--- config.mk ---
export PLATFORM = sky130hd
export DESIGN_NAME = button_bounce_emulator
export DESIGN_NICKNAME = d
export VERILOG_FILES = /design/src/rtl/pong_pkg.sv /design/src/rtl/lfsr16.sv /design/src/rtl/button_bounce_emulator.sv
export SDC_FILE = /design/constraint.sdc
export NUM_CORES = 1
export LEC_CHECK = 0
export CORE_ASPECT_RATIO = 0.5
export CORE_UTILIZATION = 55
export DETAILED_ROUTE_END_ITERATION = 10
export PLACE_DENSITY = 0.74
export SLEW_MARGIN = 20
export SYNTH_ARGS = -nofsm -noshare
export SYNTH_HDL_FRONTEND = slang
export SYNTH_SLANG_ARGS = --single-unit
--- constraint.sdc ---
create_clock -name clk -period 2.4 [get_ports clk]
set_input_delay 0.48 -clock clk [delete_from_list [all_inputs] [get_ports clk]]
set_output_delay 0.48 -clock clk [all_outputs]
set_load 0.01 [all_outputs]
--- src/rtl/pong_pkg.sv ---
// Shared definitions for the pong button-input path: bounce emulator state
// encoding and the 16-bit LFSR polynomial used by the random sources.
package pong_pkg;

    typedef enum logic [2:0] {
        IDLE           = 3'd0,
        PRESS_BOUNCE   = 3'd1,
        HOLD           = 3'd2,
        RELEASE_BOUNCE = 3'd3,
        SETTLE         = 3'd4
    } bounce_state_t;

    // Fibonacci taps 16,14,13,11 map to register bits 15,13,12,10.
    localparam logic [15:0] LFSR_TAPS         = 16'hB400;
    localparam logic [15:0] DEFAULT_LFSR_SEED = 16'hACE1;

    function automatic logic [15:0] lfsr_next(input logic [15:0] s);
        return {s[14:0], ^(s & LFSR_TAPS)};
    endfunction

endpackage

--- src/rtl/lfsr16.sv ---
// Free-running 16-bit Fibonacci LFSR, shifting left every cycle out of reset.
// Shared by the bounce emulator and the ball-serve randomiser.
module lfsr16
    import pong_pkg::*;
#(
    parameter logic [15:0] SEED = DEFAULT_LFSR_SEED
) (
    input  logic        clk,
    input  logic        rst_n,
    output logic [15:0] q
);

    if (SEED == 16'h0000) begin : g_seed_check
        $error("lfsr16: SEED must be nonzero");
    end

    always_ff @(posedge clk) begin
        if (!rst_n) begin
            q <= SEED;
        end else begin
            q <= lfsr_next(q);
        end
    end

endmodule

--- src/rtl/button_bounce_emulator.sv ---
// Turns a one-cycle press request into a noisy press/hold/release/settle
// waveform on raw_button, with LFSR-driven gaps between bounce toggles.
module button_bounce_emulator
    import pong_pkg::*;
#(
    parameter int unsigned BOUNCE_PAIRS  = 8,
    parameter int unsigned GAP_LOG2      = 10,
    parameter int unsigned HOLD_CYCLES   = 500000,
    parameter int unsigned SETTLE_CYCLES = 1024,
    parameter logic [15:0] LFSR_SEED     = DEFAULT_LFSR_SEED
) (
    input  logic clk,
    input  logic rst_n,
    input  logic press_req,
    output logic raw_button,
    output logic busy,
    output logic done
);

    localparam int unsigned TOGGLES  = 2 * BOUNCE_PAIRS + 1;
    localparam int unsigned TOG_W    = $clog2(TOGGLES + 1);
    localparam int unsigned GAP_W    = GAP_LOG2 + 1;
    localparam int unsigned HOLD_W   = $clog2(HOLD_CYCLES + 1);
    localparam int unsigned SETTLE_W = $clog2(SETTLE_CYCLES + 1);

    localparam logic [TOG_W-1:0]    TOG_ONE     = TOG_W'(1);
    localparam logic [TOG_W-1:0]    TOG_PENULT  = TOG_W'(TOGGLES - 1);
    localparam logic [GAP_W-1:0]    GAP_ONE     = GAP_W'(1);
    localparam logic [HOLD_W-1:0]   HOLD_ONE    = HOLD_W'(1);
    localparam logic [HOLD_W-1:0]   HOLD_LAST   = HOLD_W'(HOLD_CYCLES);
    localparam logic [SETTLE_W-1:0] SETTLE_ONE  = SETTLE_W'(1);
    localparam logic [SETTLE_W-1:0] SETTLE_LAST = SETTLE_W'(SETTLE_CYCLES);

    if (LFSR_SEED == 16'h0000 || HOLD_CYCLES == 0 || SETTLE_CYCLES == 0 ||
        GAP_LOG2 == 0 || GAP_LOG2 > 16) begin : g_param_check
        $error("button_bounce_emulator: illegal parameter combination");
    end

    bounce_state_t         state;
    logic [TOG_W-1:0]      toggle_cnt;
    logic [GAP_W-1:0]      gap_cnt;
    logic [HOLD_W-1:0]     hold_cnt;
    logic [SETTLE_W-1:0]   settle_cnt;
    logic [15:0]           lfsr_q;
    logic [GAP_W-1:0]      gap_load;
    logic                  lfsr_unused;

    lfsr16 #(
        .SEED (LFSR_SEED)
    ) u_lfsr (
        .clk   (clk),
        .rst_n (rst_n),
        .q     (lfsr_q)
    );

    // One extra bit so that an all-ones LFSR slice yields 2^GAP_LOG2, not 0.
    assign gap_load    = {1'b0, lfsr_q[GAP_LOG2-1:0]} + GAP_ONE;
    assign lfsr_unused = ^lfsr_q;

    always_ff @(posedge clk) begin
        if (!rst_n) begin
            state      <= IDLE;
            raw_button <= 1'b0;
            busy       <= 1'b0;
            done       <= 1'b0;
            toggle_cnt <= '0;
            gap_cnt    <= '0;
            hold_cnt   <= '0;
            settle_cnt <= '0;
        end else begin
            done <= 1'b0;
            case (state)
                IDLE: begin
                    if (press_req) begin
                        raw_button <= 1'b1;
                        busy       <= 1'b1;
                        toggle_cnt <= TOG_ONE;
                        if (TOGGLES == 1) begin
                            state    <= HOLD;
                            hold_cnt <= HOLD_ONE;
                        end else begin
                            state   <= PRESS_BOUNCE;
                            gap_cnt <= gap_load;
                        end
                    end
                end

                // The final toggle of each phase hands over to the stable phase,
                // which counts that toggle cycle as its first cycle.
                PRESS_BOUNCE, RELEASE_BOUNCE: begin
                    if (gap_cnt == GAP_ONE) begin
                        raw_button <= ~raw_button;
                        if (toggle_cnt == TOG_PENULT) begin
                            toggle_cnt <= '0;
                            gap_cnt    <= '0;
                            if (state == PRESS_BOUNCE) begin
                                state    <= HOLD;
                                hold_cnt <= HOLD_ONE;
                            end else begin
                                state      <= SETTLE;
                                settle_cnt <= SETTLE_ONE;
                            end
                        end else begin
                            toggle_cnt <= toggle_cnt + TOG_ONE;
                            gap_cnt    <= gap_load;
                        end
                    end else begin
                        gap_cnt <= gap_cnt - GAP_ONE;
                    end
                end

                HOLD: begin
                    if (hold_cnt == HOLD_LAST) begin
                        raw_button <= 1'b0;
                        hold_cnt   <= '0;
                        toggle_cnt <= TOG_ONE;
                        if (TOGGLES == 1) begin
                            state      <= SETTLE;
                            settle_cnt <= SETTLE_ONE;
                        end else begin
                            state   <= RELEASE_BOUNCE;
                            gap_cnt <= gap_load;
                        end
                    end else begin
                        hold_cnt <= hold_cnt + HOLD_ONE;
                    end
                end

                SETTLE: begin
                    if (settle_cnt == SETTLE_LAST) begin
                        state      <= IDLE;
                        busy       <= 1'b0;
                        done       <= 1'b1;
                        settle_cnt <= '0;
                    end else begin
                        settle_cnt <= settle_cnt + SETTLE_ONE;
                    end
                end

                default: begin
                    state      <= IDLE;
                    raw_button <= 1'b0;
                    busy       <= 1'b0;
                end
            endcase
        end
    end

endmodule

==> impl.org <==
** Run status
- The flow ran to the end, and the final reports show no timing, DRC or antenna violations.

** STA
- Unrepaired setup endpoints after global routing :: no
- Count of final setup violators :: 0
- The clock arrives with 0.00500 ns of skew.
- Across all hold checks on the routed design, the worst slack comes to slightly above 0.4 ns.
- The number of endpoints with negative hold slack in the final report is 0.
- Based on the critical path, the design can be clocked at up to between 0.4 and 0.5 GHz.
- For the pin with the worst max-slew slack, the measured transition is between 0.5 and 0.6 ns.
- Share of the clock period used by the worst path :: approximately 95%
- Minimum clock period after layout :: ~2.3 ns
- The worst pin sits at a relative slew slack of 62.7%.
- Summed over all failing endpoints, the final setup total negative slack is 0 ns.
- The count of pins over their slew limit came to 0.

** Setup path
- Stages on worst setup path :: 5
- Critical path's slowest cell :: or4_1
- Flop-to-flop setup slack :: approximately 0.11 ns
- In this run the worst path has a maximum fanout of 8.
- The kind of cell with the highest combined delay along the critical path is simple AND/OR/NAND/NOR gates.
- Reg2reg start :: gap_cnt[4]
- Delay contributed by the slowest stage of the critical path :: 0.65 ns
- The worst setup path is captured at a flip-flop.
- The critical path starts at gap_cnt[4].
- Counting both buffers and inverters, the worst setup path holds a total of 0.
- Worst Setup Path Type :: reg2reg
- STA classifies the critical path startpoint as a flip-flop.
- Reg-to-reg critical path endpoint :: settle_cnt[7]
- Following the worst setup path forward leads to its endpoint at settle_cnt[7].
- Walking the worst path, the cells encountered are or4_1, nor4_4, a21oi_4, or4_1, a21oi_1.
- Cell type with the highest occurrence count on the critical path :: or4_1
- At the worst endpoint, the arrival time is between 2 and 3 ns.
- STA puts the critical path data required time at between 2 and 3 ns.
- For the worst flop-to-flop path, the logic depth is 5.

** Place
- Placement Cell Area :: 0.00389 mm2
- Routability-driven placement finished with a final weighted congestion of between 0.8 and 0.9.
- Placed wire-length estimate after detailed placement :: ~6000 um
- During placement, the flow inserted port buffers numbering 5.

** Drt
- After detailed routing, the total wire length is 8550 um.
- Dividing the detail-routed wire length by the instance count gives approximately 15 um.
- Post-detailed-route via-to-cell ratio :: roughly 6.0
- First-pass DRT Iterations :: 5
- Number of vias in the routed layout :: between 3k and 4k
- DRC Markers :: 0
- The detailed router finished its first iteration with ~220 violations.
- Number of nets with antenna violations after detailed routing :: 0

** Synth
- Counting every instance in the synthesized netlist gives 441.
- Counting instances in the post-synthesis netlist gives the leading cell types as dfxtp_1 (68), a21oi_1 (35), nand2_1 (32).
- Number of synthesized register bits :: 68
- XOR/XNOR share of the synthesized area :: 3.59%
- dfxtp_1 takes more of the synthesized area than any other cell.
- In this run the cell area of the synthesized design comes to 0.00366 mm2.
- The number of different library cells used by synthesis comes to 62.
- Adder-cell area share of the yosys netlist :: 3.08%
- The number of nets handed over by synthesis was 453.
- Simple-gate portion of the synthesized area :: 30.5%
- Multiplexer share of the synthesized area :: roughly 1.4%
- The synthesized netlist devotes about a fifth of its cell area to compound gates.
- Yosys printed 0 warnings.
- Proportion of register bits with asynchronous set or reset after synthesis :: 0%
- Dominant combinational cell family by area after synthesis :: simple AND/OR/NAND/NOR gates
- Prevailing post-synth register cell :: dfxtp_1
- The share of the Yosys chip area taken by registers is between 30% and 40%.
- Most area-consuming cells after synthesis :: dfxtp_1 (37%), a21oi_1 (4.8%), nand2_1 (3.3%)
- Count leader, synth :: dfxtp_1
- The top cell type by area accounts for approximately 37% of the synthesized area.
- In this run the mean area of a mapped cell was roughly 8.3 um2.
- The synthesized design contains 0 enable-type register cells.

** Final layout
- Antenna diode count :: 0
- Fraction of the core area covered by cells at the end of the flow :: between 60 and 70%
- The net count of the finished layout is between 400 and 500.
- The finished cells cover 0.00426 mm2.
- # fillers :: between 500 and 600
- Compared with the post-synthesis result, the final layout area differs by 16.5%.
- The post-route netlist has 13.3% of its cells at a drive strength greater than 1.

** Floorplanning
- Effective utilization at floorplan :: between 50 and 60%
- Pin placement for this block handled 6 I/O pins.
- The core region is roughly 0.0062 mm2.
- The die is around 120 um wide.
- Die height :: approximately 60 um
- Cell Rows :: 20
- The die covers 0.00700 mm2.

** Global route
- The first global-routing pass estimated around 14000 um of wire.
- Number of global-route vias before repair :: about 3.0k
- Pin count of the biggest net entering global routing :: between 40 and 50
- After global routing the overflow that remains totals 0.
- Antenna violations before repair :: 0
- In the global route stage, overall resource usage came out at between 20% and 30%.

** Clocking
- The H-tree generated during clock tree synthesis spans 3 levels.
- Clock-pin slew was measured on the worst setup and hold paths at about 0.05 ns.
- Clk Latency, worst-skew pair :: approximately 0.33 ns
- The tree is rooted in a clkbuf_16.
- Number of buffers on the longest clock path :: 2
- Clk sink count :: ~70
- CTS tree :: yes
- After clock tree synthesis, the flow added hold-fix buffers numbering 0.
- Total CTS buffers :: 9

** Power
- Worst VDD drop :: 0.476 mV
- Power density over cell area :: 712 mW/mm2
- Static leakage :: ~0.0015 uW

** Flow run
- Max cap viols :: 0

** Worst hold path
- Along the worst hold path, the cell count comes to 1.
- Worst hold path type :: reg2reg
==> sequential cells by signal, summed over array words and instances (netlist names) <==
name        cells
busy            1
done            1
gap_cnt        11
hold_cnt       19
raw_button      1
settle_cnt     11
state           3
toggle_cnt      5
u_lfsr.q       16
==> what timing repair did <==
action | 4_1_cts | 5_1_grt
endpoints found under the setup margin | 6 | 18
setup buffers | 0 | 1
pin swaps | 0 | 4
resized for setup | 2 | 4
==> placed cells by master (no fill, tap or decap), types with 12 or more instances in the layout <==
cell type / count
a21oi_1: 34
and2_1: 12
buf_4: 22
dfxtp_1: 68
inv_1: 23
nand2_1: 32
nand2b_1: 14
nand3_1: 16
nand4_1: 14
nor2_1: 28
nor3_1: 14
o21ai_0: 23
or3_1: 13
or4_1: 15
==> through the flow <==
step	total power [uW]	std cells	worst slack (ns)
finish	3030	553	0.112
floorplan	1510	441	0.0862
detailed placement	1620	536	-0.0321
global placement	1610	536	0.0643
global route	3170	553	0.0148
CTS	3060	552	0.00182
==> worst register-to-register path, stage by stage, from the launching register on <==
cell	delay, ns
dfxtp_1	0.30
or4_1	0.65
nor4_4	0.41
a21oi_4	0.14
or4_1	0.55
a21oi_1	0.16
==> layer usage <==
metal	track usage, %	vias to the layer above	share of wire (%)
met3	8.02	13	3.8
met1	32.5	1608	48
li1	-	1655	-
met2	44.5	60	47
met5	0	-	0
met4	10.4	0	1.3
==> logic make-up (layout without fill, tap and decap cells) <==
family,after synthesis,after routing
adders and majority gates,9,9
DFF,68,68
AOI/OAI and AO/OA,110,110
muxes,5,5
xor gates and xnor gates,15,15
buffers and inverters,42,66
and+or+nand+nor,192,192
==> report_power, final <==
| part | switching [uW] | internal, uW |
|---|---|---|
| combinational | 222 | 160 |
| sequential | 47.2 | 1180 |
| clock | 485 | 940 |
==> how the worst min path moves through the flow <==
stage	slack, ns	end	start
global route	0.43	u_lfsr.q[15]	u_lfsr.q[14]
finish	0.42	u_lfsr.q[15]	u_lfsr.q[14]
floorplan	0.39	u_lfsr.q[15]	u_lfsr.q[14]
global placement	0.39	u_lfsr.q[15]	u_lfsr.q[14]
detailed placement	0.40	u_lfsr.q[15]	u_lfsr.q[14]
CTS	0.42	u_lfsr.q[15]	u_lfsr.q[14]
==> final cells by class <==
type / count / area [um2] / share of cell area [%]
Multi-Input combinational cell: 331 / 2160 / 50.7
Sequential cell: 68 / 1360 / 32.0
Clock buffer: 11 / 243 / 5.70
Timing Repair Buffer: 27 / 215 / 5.05
Tap cell: 88 / 110 / 2.58
Inverter: 23 / 86.3 / 2.03
Clock inverter: 5 / 85.1 / 2.00
No activity file was read; power rests on OpenSTA's default activity.
